===== config.mk =====
export PLATFORM = sky130hd
export DESIGN_NAME = param_ring_counter_flat
export DESIGN_NICKNAME = d
export VERILOG_FILES = /design/src/rtl/param_ring_counter_pkg.sv /design/src/rtl/param_ring_counter_if.sv /design/src/rtl/param_ring_counter_check.sv /design/src/rtl/param_ring_counter.sv /design/src/flat_wrapper.sv
export SDC_FILE = /design/constraint.sdc
export NUM_CORES = 1
export LEC_CHECK = 0
export CAP_MARGIN = 30
export CORE_MARGIN = 3
export CORE_UTILIZATION = 41
export CTS_CLUSTER_SIZE = 12
export DETAILED_ROUTE_END_ITERATION = 16
export PLACE_DENSITY_LB_ADDON = 0.05
export SLEW_MARGIN = 20
export SYNTH_ARGS = -nofsm -noshare
export SYNTH_HDL_FRONTEND = slang
export SYNTH_HIERARCHICAL = 1
export SYNTH_SLANG_ARGS = --single-unit

===== constraint.sdc =====
create_clock -name clk -period 1.5 [get_ports clk]
set_input_delay 0.3 -clock clk [delete_from_list [all_inputs] [get_ports clk]]
set_output_delay 0.3 -clock clk [all_outputs]
set_load 0.03 [all_outputs]

===== src/rtl/param_ring_counter_pkg.sv =====
// Shared constants and seed/period helpers for the parametrised ring/Johnson counter.
package ring_counter_pkg;

  localparam logic MODE_RING    = 1'b0;
  localparam logic MODE_JOHNSON = 1'b1;
  localparam logic DIR_LEFT     = 1'b0;
  localparam logic DIR_RIGHT    = 1'b1;
  localparam int   SEED_W       = 64;

  function automatic logic [SEED_W-1:0] seed(input logic mode, input int unsigned width);
    seed = '0;
    if (mode == MODE_RING && width != 32'd0) begin
      seed[0] = 1'b1;
    end else begin
      seed[0] = 1'b0;
    end
  endfunction

  function automatic int unsigned period(input logic mode, input int unsigned width);
    if (mode == MODE_JOHNSON) begin
      period = 32'd2 * width;
    end else begin
      period = width;
    end
  endfunction

endpackage


===== src/rtl/param_ring_counter_if.sv =====
// Control/status bundle of param_ring_counter; master drives controls, slave is the counter.
interface param_ring_counter_if #(
  parameter int WIDTH = 4
) ();
  localparam int IDX_W = $clog2(2 * WIDTH);

  logic             en;
  logic             mode;
  logic             dir;
  logic             load;
  logic [WIDTH-1:0] load_val;
  logic [WIDTH-1:0] ring_out;
  logic [IDX_W-1:0] step_idx;
  logic             wrap;
  logic             err;

  modport master (
    output en, mode, dir, load, load_val,
    input  ring_out, step_idx, wrap, err
  );

  modport slave (
    input  en, mode, dir, load, load_val,
    output ring_out, step_idx, wrap, err
  );
endinterface


===== src/rtl/param_ring_counter_check.sv =====
// Combinational legality check of a ring (one-hot) or Johnson (single-edge) code word.
import ring_counter_pkg::*;

module ring_code_check #(
  parameter int WIDTH = 4
) (
  input  logic [WIDTH-1:0] value,
  input  logic             mode,
  output logic             legal
);

  logic [WIDTH-2:0] edges_s;

  // Johnson words have at most one boundary between adjacent bits.
  always_comb begin
    edges_s = value[WIDTH-2:0] ^ value[WIDTH-1:1];
    if (mode == MODE_RING) begin
      legal = ($countones(value) == 32'd1);
    end else begin
      legal = ($countones(edges_s) <= 32'd1);
    end
  end

endmodule


===== src/rtl/param_ring_counter.sv =====
// WIDTH-bit ring/Johnson sequencer with direction, load, step index and wrap pulse.
// Optional SELF_CORRECT_EN: reseed on an enabled step from an illegal state and pulse err.
import ring_counter_pkg::*;

module param_ring_counter #(
  parameter  int WIDTH = 4,
  localparam int IDX_W = $clog2(2 * WIDTH)
) (
  input logic               clk,
  input logic               rst,
  param_ring_counter_if.slave bus
);

  logic             mode_q;
  logic [WIDTH-1:0] ring_r;
  logic [IDX_W-1:0] idx_r;
  logic             wrap_r;
  logic             err_r;

  logic [WIDTH-1:0] seed_s;
  logic [IDX_W-1:0] last_idx_s;
  logic [WIDTH-1:0] step_ring_s;
  logic [IDX_W-1:0] step_idx_s;
  logic             inv_s;
  logic             legal_s;

  logic             mode_nx;
  logic [WIDTH-1:0] ring_nx;
  logic [IDX_W-1:0] idx_nx;
  logic             wrap_nx;
  logic             err_nx;

  assign seed_s     = WIDTH'(seed(bus.mode, WIDTH));
  assign last_idx_s = IDX_W'(period(mode_q, WIDTH) - 32'd1);

`ifdef SELF_CORRECT_EN
  ring_code_check #(.WIDTH(WIDTH)) u_check (
    .value (ring_r),
    .mode  (mode_q),
    .legal (legal_s)
  );
`else
  assign legal_s = 1'b1;
`endif

  // Candidate next word and index for one step; Johnson feeds back the inverted end bit.
  always_comb begin
    inv_s = (mode_q == MODE_JOHNSON);
    if (bus.dir == DIR_LEFT) begin
      step_ring_s = {ring_r[WIDTH-2:0], ring_r[WIDTH-1] ^ inv_s};
      step_idx_s  = (idx_r == last_idx_s) ? '0 : idx_r + IDX_W'(1);
    end else begin
      step_ring_s = {ring_r[0] ^ inv_s, ring_r[WIDTH-1:1]};
      step_idx_s  = (idx_r == '0) ? last_idx_s : idx_r - IDX_W'(1);
    end
  end

  // Next-state selection: load > mode change > step > hold.
  always_comb begin
    mode_nx = mode_q;
    ring_nx = ring_r;
    idx_nx  = idx_r;
    wrap_nx = 1'b0;
    err_nx  = 1'b0;
    if (bus.load) begin
      ring_nx = bus.load_val;
      idx_nx  = '0;
    end else if (bus.mode != mode_q) begin
      mode_nx = bus.mode;
      ring_nx = seed_s;
      idx_nx  = '0;
    end else if (bus.en) begin
      if (!legal_s) begin
        ring_nx = seed_s;
        idx_nx  = '0;
        err_nx  = 1'b1;
      end else begin
        ring_nx = step_ring_s;
        idx_nx  = step_idx_s;
        wrap_nx = (step_idx_s == '0);
      end
    end else begin
      ring_nx = ring_r;
    end
  end

  // State registers with synchronous active-low reset.
  always_ff @(posedge clk) begin
    if (!rst) begin
      mode_q <= bus.mode;
      ring_r <= seed_s;
      idx_r  <= '0;
      wrap_r <= 1'b0;
      err_r  <= 1'b0;
    end else begin
      mode_q <= mode_nx;
      ring_r <= ring_nx;
      idx_r  <= idx_nx;
      wrap_r <= wrap_nx;
      err_r  <= err_nx;
    end
  end

  assign bus.ring_out = ring_r;
  assign bus.step_idx = idx_r;
  assign bus.wrap     = wrap_r;
  assign bus.err      = err_r;

endmodule


===== src/flat_wrapper.sv =====
// flat-port wrapper written by rule: the top's interface ports become plain ports
module param_ring_counter_flat 
#(
  parameter  int WIDTH = 4,
  localparam int IDX_W = $clog2(2 * WIDTH)
)
  (clk, rst, bus_en, bus_mode, bus_dir, bus_load, bus_load_val, bus_ring_out, bus_step_idx, bus_wrap, bus_err);
  param_ring_counter_if #(.WIDTH(WIDTH)) bus_i ();
  input logic clk;
  input logic rst;
  input wire logic [$bits(bus_i.en)-1:0] bus_en;
  input wire logic [$bits(bus_i.mode)-1:0] bus_mode;
  input wire logic [$bits(bus_i.dir)-1:0] bus_dir;
  input wire logic [$bits(bus_i.load)-1:0] bus_load;
  input wire logic [$bits(bus_i.load_val)-1:0] bus_load_val;
  output wire logic [$bits(bus_i.ring_out)-1:0] bus_ring_out;
  output wire logic [$bits(bus_i.step_idx)-1:0] bus_step_idx;
  output wire logic [$bits(bus_i.wrap)-1:0] bus_wrap;
  output wire logic [$bits(bus_i.err)-1:0] bus_err;
  assign bus_i.en = bus_en;
  assign bus_i.mode = bus_mode;
  assign bus_i.dir = bus_dir;
  assign bus_i.load = bus_load;
  assign bus_i.load_val = bus_load_val;
  assign bus_ring_out = bus_i.ring_out;
  assign bus_step_idx = bus_i.step_idx;
  assign bus_wrap = bus_i.wrap;
  assign bus_err = bus_i.err;
  param_ring_counter #(.WIDTH(WIDTH)) u_core (.clk(clk), .rst(rst), .bus(bus_i));
endmodule

=== After elaboration in Yosys (flattened, before gate mapping) ===
Cells that the tools add are included.

* Bits in read-only memories: 0
* Memories kept: 0
* Logic and storage cells: 36
* Bits in registers: 9
* Bits in writable memories: 0
* Latch bits: 0
* Input bits: 10
* Output and inout port bits: 9

* Multiply operators: 0
* Divide/modulo/power cells: 0
* Bitwise gates (word level): 4
* Reductions and logical operators: 6
* Magnitude comparators: 0
* Shift-type cells: 0
* Multiplexer cells: 13
* Equality and inequality tests: 5
* Add/sub/neg operators: 3

{| class="wikitable"
|+ Operator list
! cell !! count
|-
| two-way mux 4 bit || 4
|-
| two-way mux 3 bit || 4
|-
| zero test 3 bit || 2
|-
| subtractor 3 x 1 -> 3 bit (second input constant) || 2
|-
| two-way mux 1 bit || 5
|-
| != test 4 x 1 -> 1 bit (second input constant) || 1
|-
| OR reduction 4 bit || 1
|-
| adder 3 x 1 -> 3 bit (second input constant) || 1
|-
| equality test 3 bit || 1
|-
| nonzero test 3 bit || 1
|-
| OR reduction 3 bit || 1
|-
| != test 2 x 1 -> 1 bit (second input constant) || 1
|-
| != test 2 bit (second input constant) || 1
|-
| NOT 1 bit || 2
|-
| AND reduction 2 bit || 1
|-
| bitwise XOR 1 bit || 2
|-
| != test 1 bit || 1
|}

=== Logic depth before layout (Yosys ltp) ===
* Depth after elaboration: 6
* Gate-level depth with buffers: 6
* Mapped depth without buffers: 6

=== Worst setup path before layout ===
No wires, ideal clock.

* Kind: register to register
* Start point: reg u_core.idx_r[0], in the netlist u_core/bus.step_idx[0]
* End point: reg u_core.wrap_r, in the netlist u_core/bus.wrap
* Arrival time: 1.647 ns
* Slack: -0.220 ns
* Stages on the path, launching flop included: 7
* Clock period less this slack: 1.720 ns
* Library setup time: 0.073 ns
* Path buffers: 0
* Data required time: 1.427 ns
* Cell sequence: dfxtp_1 -> inv_1 -> ha_1 -> mux2_4 -> a32o_1 -> a21oi_1 -> nor3b_2

* Word-level cells in the longest chain between the ends: 4
* Elaborated cells on any way between the ends: 8
* Those cells by class: add/sub: 2; eq/ne: 1; mux: 3; reduce/logical: 2

{| class="wikitable"
|+ RTL lines
! what !! RTL line !! text
|-
| start: declaration || param_ring_counter.sv:16 || <nowiki>logic [IDX_W-1:0] idx_r;</nowiki>
|-
| start signal: assignment || param_ring_counter.sv:98 || <nowiki>idx_r <= idx_nx;</nowiki>
|-
| adder 3 x 1 -> 3 bit (tied with other cells) || param_ring_counter.sv:51 || <nowiki>step_idx_s = (idx_r == last_idx_s) ? '0 : idx_r + IDX_W'(1);</nowiki>
|-
| two-way mux 3 bit, on equally long branches || param_ring_counter.sv:51, param_ring_counter.sv:54 ||
|-
| two-way mux 3 bit (*) || param_ring_counter.sv:49 || <nowiki>if (bus.dir == DIR_LEFT) begin</nowiki>
|-
| zero test 3 bit (*) || param_ring_counter.sv:80 || <nowiki>wrap_nx = (step_idx_s == '0);</nowiki>
|-
| end signal: assignment || param_ring_counter.sv:99 || <nowiki>wrap_r <= wrap_nx;</nowiki>
|-
| end: declaration || param_ring_counter.sv:17 || <nowiki>logic wrap_r;</nowiki>
|}

Every way passes the cells marked *; elsewhere a longest branch is shown, timed or not.
A chain may end at the register's enable or synchronous reset.

=== Final worst setup path ===
* Start point: in bus_dir
* End point: reg u_core.wrap_r, in the netlist u_core/bus.wrap

* Word-level cells in the longest chain between the ends: 2

{| class="wikitable"
|+ RTL lines
! what !! RTL line !! text
|-
| start: declaration || flat_wrapper.sv:13 || <nowiki>input wire logic [$bits(bus_i.dir)-1:0] bus_dir;</nowiki>
|-
| two-way mux 3 bit || param_ring_counter.sv:49 ||
|-
| zero test 3 bit || param_ring_counter.sv:80 ||
|}

No other way between the ends.

==> run metrics <==
layout cell share with drive strength beyond 1=a little under a quarter; register share of total power=41.1%; global-route wire length before repair=around 2.6 mm; dpl cell area=~910 µm²; cts bufs inserted=3; sequential share of the synthesized area=approximately 31%; drt total wl=between 1.5 and 2 mm; GP Congestion=about 0.85; clock transition at the registers of the reported paths=approximately 0.06 ns; ant diodes=0; number of DRC violations after detailed-routing iteration 0=13; Hold WC Path Type=reg2reg; die area=approximately 0.0021 mm²; Worst Setup SP=bus_dir; RSZ-0062 raised after global routing=no; Remaining DRCs=0; crit path DAT=1.64 ns; Max Cap Viol=0; DP HPWL=between 1 and 1.5 mm; Power, Total=~670 µW; Core Footprint=~0.0014 mm²; Slew Limit Fails=0; Clock Skews=between 0.003 and 0.004 ns; worst-path fanout max=2; WS Path Type=in2reg; FMAX=about 690 MHz; ANT nets after route=0; PortBufs=17; Final setup viols=0; mux share of post-synthesis cell area=about 5.4%; clock latency on the worst-skew pair=0.26 ns; clk sinks=9; leakage power total=a little over 0.4 nW; Cell Area, Synth=653.1 µm²; H-tree depth=1; adder-cell share of the synthesized area=5.747%; via count of the first global-routing pass=roughly 610; Die Width=between 40 and 50 µm; Initial Utilization=46.69%; complex-gate fraction of the synthesized area=24.33%; worst vdd ir=just over 0.0004 V; syn nets=95; status=finished clean; Post-Layout Cell Count=approximately 120; Comb power frac=between 30% and 40%; Post-Synth Simple-Gate Area=roughly 23%; internal cell power=~460 µW; GRT Util Overall=~18%; main combinational cell family by area after synthesis=compound AO/OA/AOI/OAI gates; Syn-to-layout area delta=44.64%; crit path time final=about 1.4 ns; # rows=13; switching share of power=a little under a third; final period utilization=96.59%; Clock Tree Buf Depth=2; Post-Syn Instances=roughly 80; root buf cell=clkbuf_4; GRT overflow=0; io pins=19; R2R cell count=6; CP required=roughly 1.7 ns; Distinct cells, synth=35; launching element type of the critical path=input pin; Avg Inst Size Synth=7.965 µm²; drt first pass iters=4; hold_buf cts=0; HP Start=u_core/bus.step_idx[0]; Critical R2R Launch=u_core/bus.step_idx[1]; pwr/cell area=707.5 mW/mm²; final net count=around 120; drt via density=between 5 and 6; Vias=about 670; Hold Path Stages=2; Net Sw Power=208.1 µW; FF+latch count, synth=9; xor and xnor area share after synthesis=about 2.5%; clock power share=between 20% and 30%; drt wl/cell=roughly 13 µm; Die Span Y=~46 µm; Design Area, Final=approximately 940 µm²; synth warn=6; Placed Cells=between 100 and 150; Crit. End Element=flop; final hold vios=0; largest net degree at the start of global routing=11; initial antenna violation count=0; CTS tree=built
## path summary, 6_finish.rpt
kind	slack [ns]	endpoint
max	0.05	u_core/bus.wrap
min	0.55	u_core/bus.step_idx[0]
max reg2reg	0.05	u_core/bus.wrap
min reg2reg	0.55	u_core/bus.step_idx[0]
## kinds of logic after synthesis
group | after synthesis
simple gates | 29
compound gates | 25
buf+inv | 11
flops | 9
fa+ha+maj | 3
mux | 3
other cells | 1
xor+xnor | 1
## metrics by stage
stage	hold slack (ns)	setup WS [ns]	utilization (%)	setup TNS, ns
2_1_floorplan	0.3989	0.01995	-	0
3_3_place_gp	0.5287	-0.1850	65.03	-1.306
3_5_place_dp	0.5365	-0.2093	65.03	-1.589
4_1_cts	0.5480	0.02738	66.19	0
5_1_grt	0.5885	0.008296	67.53	0
6_report	0.5512	0.05120	67.53	0
## placed cells by master, fill, tap and decap left out, types with 3 or more instances in the layout
master / n
buf_4: 12
clkdlybuf4s50_1: 9
dlygate4sd2_1: 8
nor2_1: 8
nand2_1: 7
dfxtp_1: 5
o21ai_1: 4
a21oi_1: 4
a22oi_1: 4
o21ai_0: 4
clkbuf_4: 3
inv_1: 3
## flip-flops by register name, summed over array words and instances, names as in the netlist
name,cells
u_core/bus.ring_out,4
u_core/inv_s,1
u_core/bus.step_idx,3
u_core/bus.wrap,1
## area by class of cell
type	count	area, µm²
clock buffer	4	26.28
fill	132	454.2
inverter	5	18.77
multi-input combinational	62	422.9
sequential	9	207.7
tap	15	18.77
timing repair buffer	29	250.2
## power by group through the flow
stage | registers [mW] | logic (mW) | clock network, mW
floorplan | 0.299 | 0.0980 | 0
global placement | 0.281 | 0.202 | 0
detailed placement | 0.281 | 0.204 | 0
CTS | 0.275 | 0.197 | 0.204
global route | 0.277 | 0.220 | 0.214
finish | 0.275 | 0.202 | 0.192
## timing repair
action | 4_1_cts | 5_1_grt
buffers inserted | 0 | 0
gates cloned | 0 | 0
endpoints found under the setup margin | 8 | 3
gates resized for setup | 8 | 5
## critical path: stages
cell and delay [ns]:
clkdlybuf4s50_1 0.50, mux2_4 0.30, a32o_2 0.27, a21oi_1 0.11, nor3b_2 0.16
## synthesized netlist by cell type
cell | n | share of area (%)
nor2_1 | 8 | 4.6
dfxtp_1 | 7 | 21
nand2_1 | 7 | 4.0
a21oi_1 | 4 | 3.1
a22oi_1 | 4 | 4.6
inv_1 | 4 | 2.3
o21ai_0 | 4 | 3.1
o21ai_1 | 4 | 3.1
ha_1 | 3 | 5.7
and2_1 | 2 | 1.9
buf_2 | 2 | 1.5
buf_4 | 2 | 2.3
clkbuf_1 | 2 | 1.1
edfxtp_1 | 2 | 9.2
mux2i_1 | 2 | 3.1
nand2b_1 | 2 | 1.9
nand3_1 | 2 | 1.5
nor2b_1 | 2 | 1.9
nor3b_1 | 2 | 2.3
o22ai_1 | 2 | 1.9
a31oi_1 | 1 | 0.96
a32o_1 | 1 | 1.5
conb_1 | 1 | 0.57
inv_2 | 1 | 0.57
mux2_4 | 1 | 2.3
nand3b_1 | 1 | 1.1
nor3_1 | 1 | 0.77
nor3b_2 | 1 | 1.9
o211ai_1 | 1 | 1.1
o21a_1 | 1 | 1.1
o21bai_1 | 1 | 1.1
o221ai_1 | 1 | 1.3
o311ai_1 | 1 | 1.3
or3_1 | 1 | 0.96
xor2_2 | 1 | 2.5
## metal layers
layer  track usage, %  wire, µm  up-vias
met5                0         0        -
met4            7.386        12        0
met3            5.929        70        2
met2            23.08       663       15
met1            25.30       833      306
li1                 -         -      346
Note: power is estimated with default switching activity, not from simulation.
